<file path="config.mk">
export PLATFORM = sky130hd
export DESIGN_NAME = iq_na_sweep_master_flat
export DESIGN_NICKNAME = d
export VERILOG_FILES = /design/src/rtl/iq_na_sweep_master_pkg.sv /design/src/rtl/iq_na_sweep_master_if.sv /design/src/rtl/iq_na_sweep_master_na_bus_txn.sv /design/src/rtl/iq_na_sweep_master.sv /design/src/flat_wrapper.sv
export SDC_FILE = /design/constraint.sdc
export NUM_CORES = 1
export LEC_CHECK = 0
export BUFFER_PORTS_ARGS = -buffer_cell sky130_fd_sc_hd__buf_2
export CORE_MARGIN = 2
export CORE_UTILIZATION = 40
export CTS_CLUSTER_SIZE = 40
export DETAILED_ROUTE_END_ITERATION = 6
export MAX_ROUTING_LAYER = met4
export PLACE_DENSITY_LB_ADDON = 0.25
export SYNTH_ARGS = -nofsm -noshare
export SYNTH_HDL_FRONTEND = slang
export SYNTH_SLANG_ARGS = --single-unit
</file>
<file path="constraint.sdc">
create_clock -name clk_i -period 3.8 [get_ports clk_i]
set_input_delay 0.19 -clock clk_i [delete_from_list [all_inputs] [get_ports clk_i]]
set_output_delay 0.19 -clock clk_i [all_outputs]
set_load 0.01 [all_outputs]
</file>
<file path="src/rtl/iq_na_sweep_master_pkg.sv">
// ============================================================================
// Module : iq_na_sweep_master_pkg
// Brief  : Shared types and constants for the network-analyzer sweep master:
//          FSM encodings, bus widths, sum-word layout and address helper.
// Rev    : 1.0  initial release
// ============================================================================
`timescale 1ns/1ps
`default_nettype none

package iq_na_sweep_master_pkg;

  localparam int BUS_AW        = 16;   // bus address width
  localparam int BUS_DW        = 32;   // bus data width
  localparam int BUSY_BIT      = 31;   // averaging-busy flag inside each sum word
  localparam int SPLIT_W       = 31;   // payload bits taken from each sum word
  localparam int NUM_SUM_WORDS = 4;    // I lo, I hi, Q lo, Q hi

  // Sweep sequencer states
  typedef enum logic [2:0] {
    ST_IDLE     = 3'd0,
    ST_SETUP    = 3'd1,
    ST_WR_FREQ  = 3'd2,
    ST_WAIT_GAP = 3'd3,
    ST_RD_SUM   = 3'd4,
    ST_OUT      = 3'd5,
    ST_DONE     = 3'd6
  } sweep_state_t;

  // Single-transaction engine states
  typedef enum logic [0:0] {
    TX_IDLE = 1'b0,
    TX_WAIT = 1'b1
  } txn_state_t;

  // Address of sum word k: words are laid out on a 4-byte stride from base.
  function automatic logic [BUS_AW-1:0] sum_word_addr(input logic [BUS_AW-1:0] base,
                                                      input logic [1:0]        k);
    return base + {{(BUS_AW-4){1'b0}}, k, 2'b00};
  endfunction

endpackage

`default_nettype wire

</file>
<file path="src/rtl/iq_na_sweep_master_if.sv">
// ============================================================================
// Module : iq_na_sweep_master_if
// Brief  : IQ-block register bus (addr/wen/ren/wdata/ack/rdata) with
//          initiator (master) and responder (slave) views.
// Rev    : 1.0  initial release
// ============================================================================
`timescale 1ns/1ps
`default_nettype none

interface iq_na_sweep_master_if;
  import iq_na_sweep_master_pkg::*;

  logic [BUS_AW-1:0] addr;
  logic              wen;
  logic              ren;
  logic [BUS_DW-1:0] wdata;
  logic              ack;
  logic [BUS_DW-1:0] rdata;

  modport master (output addr, wen, ren, wdata, input  ack, rdata);
  modport slave  (input  addr, wen, ren, wdata, output ack, rdata);
endinterface

`default_nettype wire

</file>
<file path="src/rtl/iq_na_sweep_master_na_bus_txn.sv">
// ============================================================================
// Module : iq_na_sweep_master_na_bus_txn
// Brief  : Single outstanding bus transaction engine. Issues a one-cycle
//          strobe on request, holds address/data until ack, reports done
//          (with read data) or timeout back to the sequencer.
// Rev    : 1.0  initial release
// ============================================================================
`timescale 1ns/1ps
`default_nettype none

module iq_na_sweep_master_na_bus_txn
  import iq_na_sweep_master_pkg::*;
#(
  parameter int ACK_TIMEOUT = 64
) (
  input  wire logic              clk,
  input  wire logic              rst,
  // sequencer side
  input  wire logic              i_abort,
  input  wire logic              i_req,
  input  wire logic              i_we,
  input  wire logic [BUS_AW-1:0] i_addr,
  input  wire logic [BUS_DW-1:0] i_wdata,
  output      logic              o_done,
  output      logic              o_timeout,
  output      logic [BUS_DW-1:0] o_rdata,
  // bus side
  output      logic [BUS_AW-1:0] o_addr,
  output      logic              o_wen,
  output      logic              o_ren,
  output      logic [BUS_DW-1:0] o_wdata,
  input  wire logic              i_ack,
  input  wire logic [BUS_DW-1:0] i_rdata
);

  localparam int            CW        = $clog2(ACK_TIMEOUT + 1);
  localparam logic [CW-1:0] C_TIMEOUT = CW'(ACK_TIMEOUT);

  txn_state_t        r_state;
  txn_state_t        w_next;
  logic [CW-1:0]     r_cnt;
  logic [BUS_AW-1:0] r_addr;
  logic [BUS_DW-1:0] r_wdata;
  logic              w_strobe;

  // A new strobe fires only from idle, so a held request never double-issues.
  assign w_strobe = (r_state == TX_IDLE) && i_req && !i_abort;

  // Next-state and handshake decode; the ack window is cycles 1..ACK_TIMEOUT after the strobe.
  always_comb begin
    w_next    = r_state;
    o_done    = 1'b0;
    o_timeout = 1'b0;
    case (r_state)
      TX_IDLE: if (w_strobe) w_next = TX_WAIT;
      TX_WAIT: begin
        if (i_ack) begin
          o_done = 1'b1;
          w_next = TX_IDLE;
        end else if (r_cnt == C_TIMEOUT) begin
          o_timeout = 1'b1;
          w_next    = TX_IDLE;
        end
      end
      default: w_next = TX_IDLE;
    endcase
    if (i_abort) begin
      w_next    = TX_IDLE;
      o_done    = 1'b0;
      o_timeout = 1'b0;
    end
  end

  // State register, wait counter and held address/data.
  always_ff @(posedge clk) begin
    if (rst) begin
      r_state <= TX_IDLE;
      r_cnt   <= '0;
      r_addr  <= '0;
      r_wdata <= '0;
    end else begin
      r_state <= w_next;
      if (w_strobe) begin
        r_cnt   <= CW'(1);
        r_addr  <= i_addr;
        r_wdata <= i_wdata;
      end else if (r_state == TX_WAIT) begin
        r_cnt <= r_cnt + CW'(1);
      end
    end
  end

  // Address/data come straight from the request in the strobe cycle, then from the hold registers.
  always_comb begin
    o_wen   = w_strobe && i_we;
    o_ren   = w_strobe && !i_we;
    o_addr  = '0;
    o_wdata = '0;
    if (r_state == TX_WAIT) begin
      o_addr  = r_addr;
      o_wdata = r_wdata;
    end else if (w_strobe) begin
      o_addr  = i_addr;
      o_wdata = i_wdata;
    end
  end

  // Read data is valid to the sequencer in the ack cycle, alongside o_done.
  assign o_rdata = i_rdata;

endmodule

`default_nettype wire

</file>
<file path="src/rtl/iq_na_sweep_master.sv">
// ============================================================================
// Module : iq_na_sweep_master
// Brief  : Network-analyzer sweep sequencer. For each point writes the
//          frequency word, polls the four I/Q sum words until not busy and
//          presents one 62-bit I/Q result with a valid/ready handshake.
// Rev    : 1.0  initial release
// ============================================================================
`timescale 1ns/1ps
`default_nettype none

module iq_na_sweep_master
  import iq_na_sweep_master_pkg::*;
#(
  parameter int          PHASEBITS   = 32,
  parameter int          NPTSBITS    = 16,
  parameter logic [15:0] FREQ_ADDR   = 16'h108,
  parameter logic [15:0] SUM_ADDR    = 16'h140,
  parameter int          ACK_TIMEOUT = 64,
  parameter int          POLL_GAP    = 16
) (
  input  wire logic                 clk_i,
  input  wire logic                 rst_i,
  input  wire logic                 start_i,
  input  wire logic                 abort_i,
  input  wire logic [PHASEBITS-1:0] cfg_f0_i,
  input  wire logic [PHASEBITS-1:0] cfg_df_i,
  input  wire logic [NPTSBITS-1:0]  cfg_npts_i,
  iq_na_sweep_master_if.master      bus,
  output      logic                 res_valid_o,
  input  wire logic                 res_ready_i,
  output      logic [61:0]          res_i_o,
  output      logic [61:0]          res_q_o,
  output      logic [NPTSBITS-1:0]  res_idx_o,
  output      logic                 busy_o,
  output      logic                 done_o,
  output      logic                 err_o
);

  localparam int                  GW         = $clog2(POLL_GAP + 1);
  localparam logic [GW-1:0]       C_GAP_LAST = GW'(POLL_GAP - 1);
  localparam logic [NPTSBITS-1:0] C_ONE      = NPTSBITS'(1);

  sweep_state_t          r_state;
  sweep_state_t          w_next;
  logic [PHASEBITS-1:0]  r_freq;
  logic [PHASEBITS-1:0]  r_df;
  logic [NPTSBITS-1:0]   r_npts;
  logic [NPTSBITS-1:0]   r_idx;
  logic [1:0]            r_k;
  logic [GW-1:0]         r_gap;
  logic [SPLIT_W-1:0]    r_w [NUM_SUM_WORDS];
  logic                  r_err;

  logic                  w_req;
  logic                  w_we;
  logic [BUS_AW-1:0]     w_addr;
  logic                  w_tx_done;
  logic                  w_tx_timeout;
  logic [BUS_DW-1:0]     w_rdata;
  logic [BUS_AW-1:0]     w_bus_addr;
  logic                  w_bus_wen;
  logic                  w_bus_ren;
  logic [BUS_DW-1:0]     w_bus_wdata;
  logic                  w_start;

  assign w_start = (r_state == ST_IDLE) && start_i && !abort_i;

  iq_na_sweep_master_na_bus_txn #(
    .ACK_TIMEOUT (ACK_TIMEOUT)
  ) u_txn (
    .clk       (clk_i),
    .rst       (rst_i),
    .i_abort   (abort_i),
    .i_req     (w_req),
    .i_we      (w_we),
    .i_addr    (w_addr),
    .i_wdata   (BUS_DW'(r_freq)),
    .o_done    (w_tx_done),
    .o_timeout (w_tx_timeout),
    .o_rdata   (w_rdata),
    .o_addr    (w_bus_addr),
    .o_wen     (w_bus_wen),
    .o_ren     (w_bus_ren),
    .o_wdata   (w_bus_wdata),
    .i_ack     (bus.ack),
    .i_rdata   (bus.rdata)
  );

  assign bus.addr  = w_bus_addr;
  assign bus.wen   = w_bus_wen;
  assign bus.ren   = w_bus_ren;
  assign bus.wdata = w_bus_wdata;

  // Sequencer next-state and bus request decode; timeout then abort override everything.
  always_comb begin
    w_next = r_state;
    w_req  = 1'b0;
    w_we   = 1'b0;
    w_addr = '0;
    case (r_state)
      ST_IDLE:     if (start_i) w_next = ST_SETUP;
      ST_SETUP:    w_next = (r_npts == '0) ? ST_DONE : ST_WR_FREQ;
      ST_WR_FREQ: begin
        w_req  = 1'b1;
        w_we   = 1'b1;
        w_addr = FREQ_ADDR;
        if (w_tx_done) w_next = ST_WAIT_GAP;
      end
      ST_WAIT_GAP: if (r_gap == C_GAP_LAST) w_next = ST_RD_SUM;
      ST_RD_SUM: begin
        w_req  = 1'b1;
        w_addr = sum_word_addr(SUM_ADDR, r_k);
        if (w_tx_done) begin
          if (w_rdata[BUSY_BIT])  w_next = ST_WAIT_GAP;
          else if (r_k == 2'd3)   w_next = ST_OUT;
        end
      end
      ST_OUT: if (res_ready_i) w_next = (r_idx == r_npts - C_ONE) ? ST_DONE : ST_WR_FREQ;
      ST_DONE:     w_next = ST_IDLE;
      default:     w_next = ST_IDLE;
    endcase
    if (w_tx_timeout) w_next = ST_IDLE;
    if (abort_i) begin
      w_next = ST_IDLE;
      w_req  = 1'b0;
    end
  end

  // State register plus sweep datapath: config latch, poll gap, sum words, point advance, error flag.
  always_ff @(posedge clk_i) begin
    if (rst_i) begin
      r_state <= ST_IDLE;
      r_freq  <= '0;
      r_df    <= '0;
      r_npts  <= '0;
      r_idx   <= '0;
      r_k     <= '0;
      r_gap   <= '0;
      r_err   <= 1'b0;
      for (int i = 0; i < NUM_SUM_WORDS; i++) r_w[i] <= '0;
    end else begin
      r_state <= w_next;
      r_gap   <= (r_state == ST_WAIT_GAP) ? r_gap + GW'(1) : '0;
      if (!abort_i) begin
        if (w_start) begin
          r_freq <= cfg_f0_i;
          r_df   <= cfg_df_i;
          r_npts <= cfg_npts_i;
          r_idx  <= '0;
          r_k    <= '0;
          r_err  <= 1'b0;
        end
        // A busy word invalidates the whole pass; the next pass restarts at word 0.
        if (r_state == ST_RD_SUM && w_tx_done) begin
          r_w[r_k] <= w_rdata[SPLIT_W-1:0];
          r_k      <= w_rdata[BUSY_BIT] ? 2'd0 : r_k + 2'd1;
        end
        if (r_state == ST_OUT && res_ready_i) begin
          r_idx  <= r_idx + C_ONE;
          r_freq <= r_freq + r_df;
        end
        if (w_tx_timeout) r_err <= 1'b1;
      end
    end
  end

  assign res_valid_o = (r_state == ST_OUT);
  assign res_i_o     = {r_w[1], r_w[0]};
  assign res_q_o     = {r_w[3], r_w[2]};
  assign res_idx_o   = r_idx;
  assign busy_o      = (r_state != ST_IDLE);
  assign done_o      = (r_state == ST_DONE);
  assign err_o       = r_err;

endmodule

`default_nettype wire

</file>
<file path="src/flat_wrapper.sv">
// flat-port wrapper written by rule: the top's interface ports become plain ports
module iq_na_sweep_master_flat import iq_na_sweep_master_pkg::*;
#(
  parameter int          PHASEBITS   = 32,
  parameter int          NPTSBITS    = 16,
  parameter logic [15:0] FREQ_ADDR   = 16'h108,
  parameter logic [15:0] SUM_ADDR    = 16'h140,
  parameter int          ACK_TIMEOUT = 64,
  parameter int          POLL_GAP    = 16
)
  (clk_i, rst_i, start_i, abort_i, cfg_f0_i, cfg_df_i, cfg_npts_i, res_valid_o, res_ready_i, res_i_o, res_q_o, res_idx_o, busy_o, done_o, err_o, bus_addr, bus_wen, bus_ren, bus_wdata, bus_ack, bus_rdata);
  iq_na_sweep_master_if bus_i ();
  input  wire logic clk_i;
  input  wire logic rst_i;
  input  wire logic start_i;
  input  wire logic abort_i;
  input  wire logic [PHASEBITS-1:0] cfg_f0_i;
  input  wire logic [PHASEBITS-1:0] cfg_df_i;
  input  wire logic [NPTSBITS-1:0] cfg_npts_i;
  output      logic res_valid_o;
  input  wire logic res_ready_i;
  output      logic [61:0] res_i_o;
  output      logic [61:0] res_q_o;
  output      logic [NPTSBITS-1:0] res_idx_o;
  output      logic busy_o;
  output      logic done_o;
  output      logic err_o;
  output wire logic [$bits(bus_i.addr)-1:0] bus_addr;
  output wire logic [$bits(bus_i.wen)-1:0] bus_wen;
  output wire logic [$bits(bus_i.ren)-1:0] bus_ren;
  output wire logic [$bits(bus_i.wdata)-1:0] bus_wdata;
  input wire logic [$bits(bus_i.ack)-1:0] bus_ack;
  input wire logic [$bits(bus_i.rdata)-1:0] bus_rdata;
  assign bus_addr = bus_i.addr;
  assign bus_wen = bus_i.wen;
  assign bus_ren = bus_i.ren;
  assign bus_wdata = bus_i.wdata;
  assign bus_i.ack = bus_ack;
  assign bus_i.rdata = bus_rdata;
  iq_na_sweep_master #(.PHASEBITS(PHASEBITS), .NPTSBITS(NPTSBITS), .FREQ_ADDR(FREQ_ADDR), .SUM_ADDR(SUM_ADDR), .ACK_TIMEOUT(ACK_TIMEOUT), .POLL_GAP(POLL_GAP)) u_core (.clk_i(clk_i), .rst_i(rst_i), .start_i(start_i), .abort_i(abort_i), .cfg_f0_i(cfg_f0_i), .cfg_df_i(cfg_df_i), .cfg_npts_i(cfg_npts_i), .bus(bus_i), .res_valid_o(res_valid_o), .res_ready_i(res_ready_i), .res_i_o(res_i_o), .res_q_o(res_q_o), .res_idx_o(res_idx_o), .busy_o(busy_o), .done_o(done_o), .err_o(err_o));
endmodule
</file>
; Yosys cells after proc, flatten, opt, wreduce, memory -nomap -nowiden
; Memories as Yosys holds them, arrays and structs flattened.
; Index checks and enable logic that the tools add are counted.
[op_classes]
n_addsub = 7
n_eq_ne = 16
mux = 49
bitwise_logic = 3
n_reduce_logical = 28
[op_table]
columns = cell, n
row1 = $mux W32, 4
row2 = $mux W16, 4
row3 = $add A32 B32 Y32, 1
row4 = $pmux W16 S2, 1
row5 = $mux W31, 1
row6 = $reduce_or A31 Y1, 1
row7 = $mux W3, 9
row8 = $mux W1, 24
row9 = $pmux W3 S6, 1
row10 = $add A16 B1 Y16 const B, 1
row11 = $eq A16 B16 Y1, 1
row12 = $logic_not A16 Y1, 1
row13 = $sub A16 B1 Y16 const B, 1
row14 = $add A9 B4 Y10 const A, 1
row15 = $eq A3 B3 Y1 const B, 3
row16 = $logic_and A1 B1 Y1, 8
row17 = $mux W2, 4
row18 = $ne A2 B1 Y1 const B, 4
row19 = $reduce_and A2 Y1, 4
row20 = $reduce_bool A2 Y1, 4
row21 = $reduce_or A2 Y1, 4
row22 = $add A7 B1 Y7 const B, 1
row23 = $eq A7 B7 Y1 const B, 1
row24 = $eq A3 B2 Y1 const B, 2
row25 = 14 further kinds, 17
[word_totals]
reg_bits = 163
mem_bits_rw = 124
output_inout_bits = 194
mem_count = 1
[mem_list]
columns = memory, words, width, rd, rd_clocked_by_memory_dff, write_ports, line_no
row1 = u_core.r_w, 4, 31, 4, 0, 4, iq_na_sweep_master.sv:51  ; logic [SPLIT_W-1:0] r_w [NUM_SUM_WORDS];

; Logic depth before layout (Yosys ltp)
; Gate-level depths: netlist of the first run.
[logic_depth]
ltp_word = 10
depth_mapped = 11

; Cells and area by module
; A second synthesis of the first run with hierarchy kept.
[hier_totals]
cells_unflattened = 1559
area_unflattened_um2 = 14003.4
[modules_own_cells]
columns = module, n_inst, cells_each, area_each_um2, seq_area_each_um2
row1 = iq_na_sweep_master, 1, 1170, 11312.1, 5865.6
row2 = iq_na_sweep_master_na_bus_txn, 1, 389, 2691.3, 1121.1

; Worst setup path after synthesis of the first run
; Ideal clock, no wire load.
[synth_timing]
path_kind = reg-to-reg
startpoint = register u_core.u_txn.r_state
endpoint = memory u_core.r_w[2][0], enable pin
setup_ns = 0.426
arrival_time_ns = 2.556
t_required_ns = 3.374
setup_slack_ns = 0.818
stages_incl_launch_ff = 5
path_buffers = 1
path_cell_list = dfxtp_1 > clkbuf_1 > nand3b_1 > or3_1 > o21bai_1
[synth_lines]
columns = element, line_no
row1 = start: declaration, iq_na_sweep_master_na_bus_txn.sv:39  ; txn_state_t r_state;
row2 = start signal: assignment, iq_na_sweep_master_na_bus_txn.sv:82  ; r_state <= w_next;
row3 = end: declaration, iq_na_sweep_master.sv:51

; Worst setup path in the final report of the first run
[layout_timing]
startpoint = register u_core.u_txn.r_state
endpoint = output port bus_wdata[0]
[layout_via]
elab_chain_cells = 5
[layout_rtl]
columns = element, line_no
row1 = $not A1 Y1, iq_na_sweep_master_na_bus_txn.sv:47  ; assign w_strobe = (r_state == TX_IDLE) && i_req && !i_abort;
row2 = $logic_and A1 B1 Y1 (2 in a row), iq_na_sweep_master_na_bus_txn.sv:47
row3 = $mux W32, iq_na_sweep_master_na_bus_txn.sv:102  ; end else if (w_strobe) begin
row4 = $mux W32 (*), iq_na_sweep_master_na_bus_txn.sv:99  ; if (r_state == TX_WAIT) begin
row5 = end: declaration, flat_wrapper.sv:31  ; output wire logic [$bits(bus_i.wdata)-1:0] bus_wdata;
; Mark *: on every way between the ends. The rest lies on a longest branch, timed or not.

==> metrics.txt, run 1 <==
Layout Skew ~0.010 ns; Clk pin slew, worst setup/hold paths ~0.06 ns; Cells after Synth between 1000 and 1500; Setup crit start kind register; Hold Path Class in2reg; Port Buffers 299; CP startpoint u_core.u_txn.r_state; Post-CTS Resized 0; initial antenna violation count 2; clock tree from TritonCTS built; Die Span X 185 um; Final HPWL DP between 20000 and 30000 um; Leak 7.23 nW; Post-synth EDFFs 124; H-tree depth 1; CP Data Arrival Time roughly 2.9 ns; CTS buffer count 30; CP top delay family buffers and inverters; die area 34100 um^2; Achievable Freq 328 MHz; hold slack 0.0150 ns; layout cell share with drive strength beyond 1 21.8%; Core Region 32300 um^2; worst path cell trace buf_4 -> or3_1 -> a21oi_4 -> buf_4 -> nand2_1 -> nand2_1 -> buf_2; grt ovf 0; Avg Inst Size Synth 9.30 um^2; slowest stage cell, crit path or3_1; pin count of the biggest net entering global routing 78; vias about 11000; Setup Fix Bufs, Post-CTS 0; CP Class reg2out; RSZ-0062 raised after global routing no; # nets final about 1900; setup TNS 0 ns; synth warn 0; CP max stage delay 0.53 ns; Worst-Margin Slew 1.03 ns; clk_lat worst skew between 0.5 and 0.6 ns; area delta synth->final 29.0%; hold buffers post-CTS 91; final core occ 52.1%; status complete, no violations; final WL 36900 um; Final Cycle Share about four fifths; P per Cell Area 411 nW/um^2; maximum VDD drop roughly 0.39 mV; Worst Path Max Fanout 45; Tmin final 3.05 ns; Seq cells post-synth between 200 and 300; WL per Instance 16.5 um; Seq/Total Area, Yosys just over 50%; Die Ht approximately 180 um; antenna-violating nets left 0; number of remaining DRC errors 0; DRT Pass-1 Iters 5; Initial Utilization 40.4%; Most used DFF post-synth dfxtp_1; Area after DPL approximately 15000 um^2; final slew viol count 0; crit path capture type primary output; MaxCap Viol Count 0; Std-Cell Rows 66; DRC marker count from the first detailed-route iteration 708; vias in the first global route 10714; Final Instance Area around 17000 um^2; # setup viols final 0; Synth Cell Area about 13000 um^2; Clock Path Buffers 3; Slew HR a little over 30%; # clock sinks 275; vias per std cell 5.06; GRT Util Overall 21.4%; global-route wire length before repair 56500 um; overall power 6.92 mW; worst r2r src u_core.r_df[0]; count of cell types in the netlist 65; FFs w/ async S/R, synth 0%; endpoints failing hold 0; Worst Path Required roughly 3.6 ns; I/O pins 312; RePlAce Congestion ~0.91; crit path buf inv count 3; CTS root buffer clkbuf_16; hold path start bus_rdata[15]
## cells in the final DEF (no fill, tap or decap), types with 9 or more instances in the layout
cell type / instances
a211oi_1: 18
nor2_1: 76
o21ai_0: 40
edfxtp_1: 124
buf_2: 298
clkbuf_16: 32
or3_1: 17
dlygate4sd3_1: 91
and2_1: 128
nor3_1: 28
conb_1: 12
ha_1: 38
a21oi_1: 129
a311oi_1: 9
and3_1: 13
a21o_1: 11
xnor2_1: 26
inv_1: 19
xor2_1: 30
nand2_1: 289
buf_4: 17
nand3_1: 15
nand2b_1: 14
dfxtp_1: 150
## cells in the mapped netlist (all sizes together) (8+ instances only)
cell type / n / area, um^2
nand2b: 14 / 87.6
a221oi: 8 / 70.1
edfxtp: 124 / 3720
or3: 17 / 106
a21oi: 130 / 651
xor2: 30 / 263
o21ai: 42 / 210
a211oi: 18 / 135
clkbuf: 73 / 285
and3: 15 / 95.1
nand2: 289 / 1080
nor3: 29 / 145
ha: 38 / 475
nand3: 16 / 80.1
a31oi: 8 / 50.1
nor2: 79 / 297
a21o: 11 / 82.6
dfxtp: 151 / 3020
and2: 128 / 801
inv: 19 / 71.3
o21bai: 8 / 60.1
a311oi: 9 / 78.8
buf: 18 / 114
xnor2: 26 / 228
## worst paths after layout
path	endpoint	slack, ns	cells past startpoint
hold / removal	u_core.r_w[0][15]	0.01	2
setup reg to reg	u_core.r_freq[18]	0.82	11
hold reg to reg	u_core.u_txn.r_wdata[3]	0.45	2
setup / recovery	bus_wdata[0]	0.75	7
## power by group
part	switching, mW	leakage [nW]	internal, mW
registers	0.0717	2.51	3.19
clock network	1.21	0.472	1.65
logic	0.462	4.25	0.333
## state kept, by name, summed over array words and instances, names as in the netlist
signal,cells
u_core.u_txn.r_addr,4
u_core.r_npts,16
u_core.err_o,1
u_core.r_state,3
u_core.r_df,32
u_core.u_txn.r_cnt,7
u_core.r_freq,32
u_core.r_k,2
u_core.res_idx_o,16
u_core.r_gap,5
u_core.r_w,124
u_core.u_txn.r_wdata,32
u_core.u_txn.r_state,1
## cell families after synthesis
group                      Yosys count  share of synthesized area [%]
and+or+nand+nor                    635                           23.4
AOI/OAI and AO/OA                  282                           13.4
DFF                                275                           51.7
buffers and inverters              110                           3.61
xor gates and xnor gates            56                           3.76
adders and majority gates           39                           3.80
muxes                                4                          0.307
other                                1                         0.0287
## metrics by stage
stage	std cells	setup WS [ns]
after floorplan	1413	0.818
after global placement	2080	0.954
after detailed placement	2080	0.854
after CTS	2227	0.734
after global routing	2229	0.552
final	2229	0.748
## layer usage
layer | share of wire (%) | routed length (um) | track usage (%) | vias up
met4 | 2.3 | 861 | 6.30 | 0
met2 | 47 | 17500 | 35.9 | 387
met3 | 6.1 | 2260 | 3.04 | 66
met5 | 0 | 0 | - | -
li1 | - | - | - | 5582
met1 | 44 | 16300 | 26.9 | 5253
## area by class of cell
class	count	area [um^2]
fillers	2950	15500
flip-flops and latches	275	6750
multi-input cells	1028	5920
repair buffers	407	2550
clock buffers	37	851
well taps	442	553
clock inverters	19	129
inverters	19	71.3
diodes	2	5.00
(Power assumes the default switching activity.)
==> inputs of run 2 (changes only) <==
==> constraint.sdc (replaced) <==
create_clock -name clk_i -period 2.6 [get_ports clk_i]
set_input_delay 0.13 -clock clk_i [delete_from_list [all_inputs] [get_ports clk_i]]
set_output_delay 0.13 -clock clk_i [all_outputs]
set_load 0.01 [all_outputs]
==> metrics.txt, run 2 (same netlist as run 1, synthesis figures left out) <==
die area 34100 um^2 (unchanged); vias per std cell 5.03 (-0.67%); final WL 38000 um (+3.2%); global-route wire length before repair 58500 um (+3.5%); # clock sinks 275 (unchanged); most frequent cells in the layout buf_2 (298), nand2_1 (289), dfxtp_1 (148); CP Data Arrival Time 2.92 ns (+0.06 ns); vias in the first global route 11272 (+5.2%); RSZ-0062 raised after global routing yes; Clk pin slew, worst setup/hold paths 0.06 ns (about the same); number of remaining DRC errors 0 (unchanged); Filler cells 2882 (-2.3%); CTS buffer count 30 (unchanged); # setup viols final 0 (unchanged); layout cell share with drive strength beyond 1 25.3% (+3.4 points); pin count of the biggest net entering global routing 83 (+6.4%); clock tree from TritonCTS built; Clock Path Buffers 3 (unchanged); crit path capture type register; Core Region 32300 um^2 (unchanged); max FFs per register 124 (unchanged); clk_lat worst skew 0.56 ns (about the same); Final HPWL DP 25900 um (+2.8%); post-layout instance count excluding filler cells 2301 (+3.2%); commonest non-fill, non-tap cell in the layout buf_2; Initial Utilization 40.4% (unchanged); RePlAce Congestion 0.920 (+0.60%); GRT Max-Usage Layer met2; CTS root buffer clkbuf_16; Hold Path End u_core.r_freq[1]; DP Cell Count 2121 (+2.0%); I/O pins 312 (unchanged); # nets final 1992 (+3.9%); maximum VDD drop 0.453 mV (+15%); R2R depth 13 (+2); H-tree depth 1 (unchanged); M2 GR Usage 38.9% (+3.1 points); Tmin final approximately 2.5 ns; GRT Util Overall 22.2% (+0.82 points); Worst Path Max Fanout 3 (-93%); final slew viol count 0 (unchanged); Slew HR 57.7% (+27 points); area of the multi-input gates 6080 um^2 (+2.7%); final worst slack 0.0941 ns (-0.654 ns); setup TNS 0 ns (unchanged); Leak 7.63 nW (+5.5%); initial antenna violation count 1 (-1); P per Cell Area 579 nW/um^2 (+41%); MaxCap Viol Count 0 (unchanged); Critical R2R Capture u_core.r_freq[24]; Hold Crit Depth 3 (+1); vias 11575 (+2.5%); flop-to-flop setup slack 0.09 ns (-0.73 ns); Final Cycle Share 96.4%; grt ovf 0 (unchanged); DRC marker count from the first detailed-route iteration 629 (-11%); Setup Slack @ Placement -0.224 ns (-1.08 ns); worst r2r src u_core.r_df[0]; final core occ 54.7% (+2.6 points); Worst Path Required 3.02 ns (-0.59 ns); CP Class reg2reg; Die Ht 185 um (unchanged); hold slack 0.0303 ns (+0.0153 ns); endpoints failing hold 0 (unchanged); overall power 10.2 mW (+48%); Area after DPL 15300 um^2 (+2.6%); Setup crit start kind register; hold path start cfg_f0_i[1]; area delta synth->final 35.4%; Std-Cell Rows 66 (unchanged); Layout Skew 0.0233 ns (+0.0132 ns); Achievable Freq about 400 MHz; antenna-violating nets left 0 (unchanged); Die Span X 185 um (unchanged); met1 Use GR 26.6% (-0.29 points); Port Buffers 299 (unchanged); Final Instance Area 17700 um^2 (+5.0%); DRT Pass-1 Iters 5 (unchanged); status complete, no violations; grt met3 use 3.00% (-0.040 points); Largest Register u_core.r_w; WL per Instance 16.5 um (about the same); Hold Path Class in2reg; Register Area 6750 um^2 (about the same); Worst-Margin Slew 0.634 ns (-0.400 ns)
[run 2: cell types whose count changed in the layout (fill, tap and decap cells not counted), sizes merged]
cell         previous run  this run
buf                   316       368
bufinv                  1         2
clkbuf                 37        39
clkinv                 12        11
clkinvlp                6         3
diode                   2         1
dlygate4sd3            91       113
[run 2: layout make-up]
class	instances	share of cell area (%)
flip-flops and latches	275	38.2
multi-input cells	1028	34.4
repair buffers	481	18.4
clock buffers	39	4.64
well taps	442	3.13
clock inverters	16	0.758
inverters	19	0.404
diodes	1	0.0142
[run 2: how the worst max path moves through the flow]
stage	startpoint	endpoint	slack (ns)
floorplan	u_core.r_df[0]	u_core.r_freq[18]	0.04
global placement	u_core.r_df[0]	u_core.r_freq[18]	-0.02
detailed placement	u_core.r_df[0]	u_core.r_freq[22]	-0.22
CTS	u_core.r_freq[0]	u_core.r_freq[22]	-0.03
global route	u_core.r_df[24]	u_core.r_freq[31]	-0.05
finish	u_core.r_df[0]	u_core.r_freq[24]	0.09
[run 2: where the power goes]
group	total [mW]	switching (mW)	internal (mW)
Sequential	4.77	0.101	4.67
Combinational	1.31	0.718	0.588
Clock	4.16	1.75	2.41
[run 2: timing repair]
action                                  4_1_cts  5_1_grt
resized for setup                            18       20
hold buffers                                113        0
buffers inserted                             10        3
endpoints found under the setup margin        8       24
hold endpoints to repair                    204        0
pin swaps                                    11       14
[run 2: metal layers]
metal  vias up  part of all wire, %
met5         -                    0
met1      5450                   43
met2       362                   49
met3        53                  5.9
li1       5710                    -
met4         0                  2.4
[run 2: worst max-delay path: stages (launching register included)]
cell and delay (ns):
dfxtp_2 0.33, ha_4 0.16, inv_2 0.05, fa_2 0.20, nor2b_2 0.05, o31a_1 0.28
o31ai_4 0.23, o2111ai_2 0.17, a31oi_1 0.18, buf_4 0.15, o31ai_4 0.07, buf_4 0.16
o311ai_2 0.20, o221ai_1 0.15
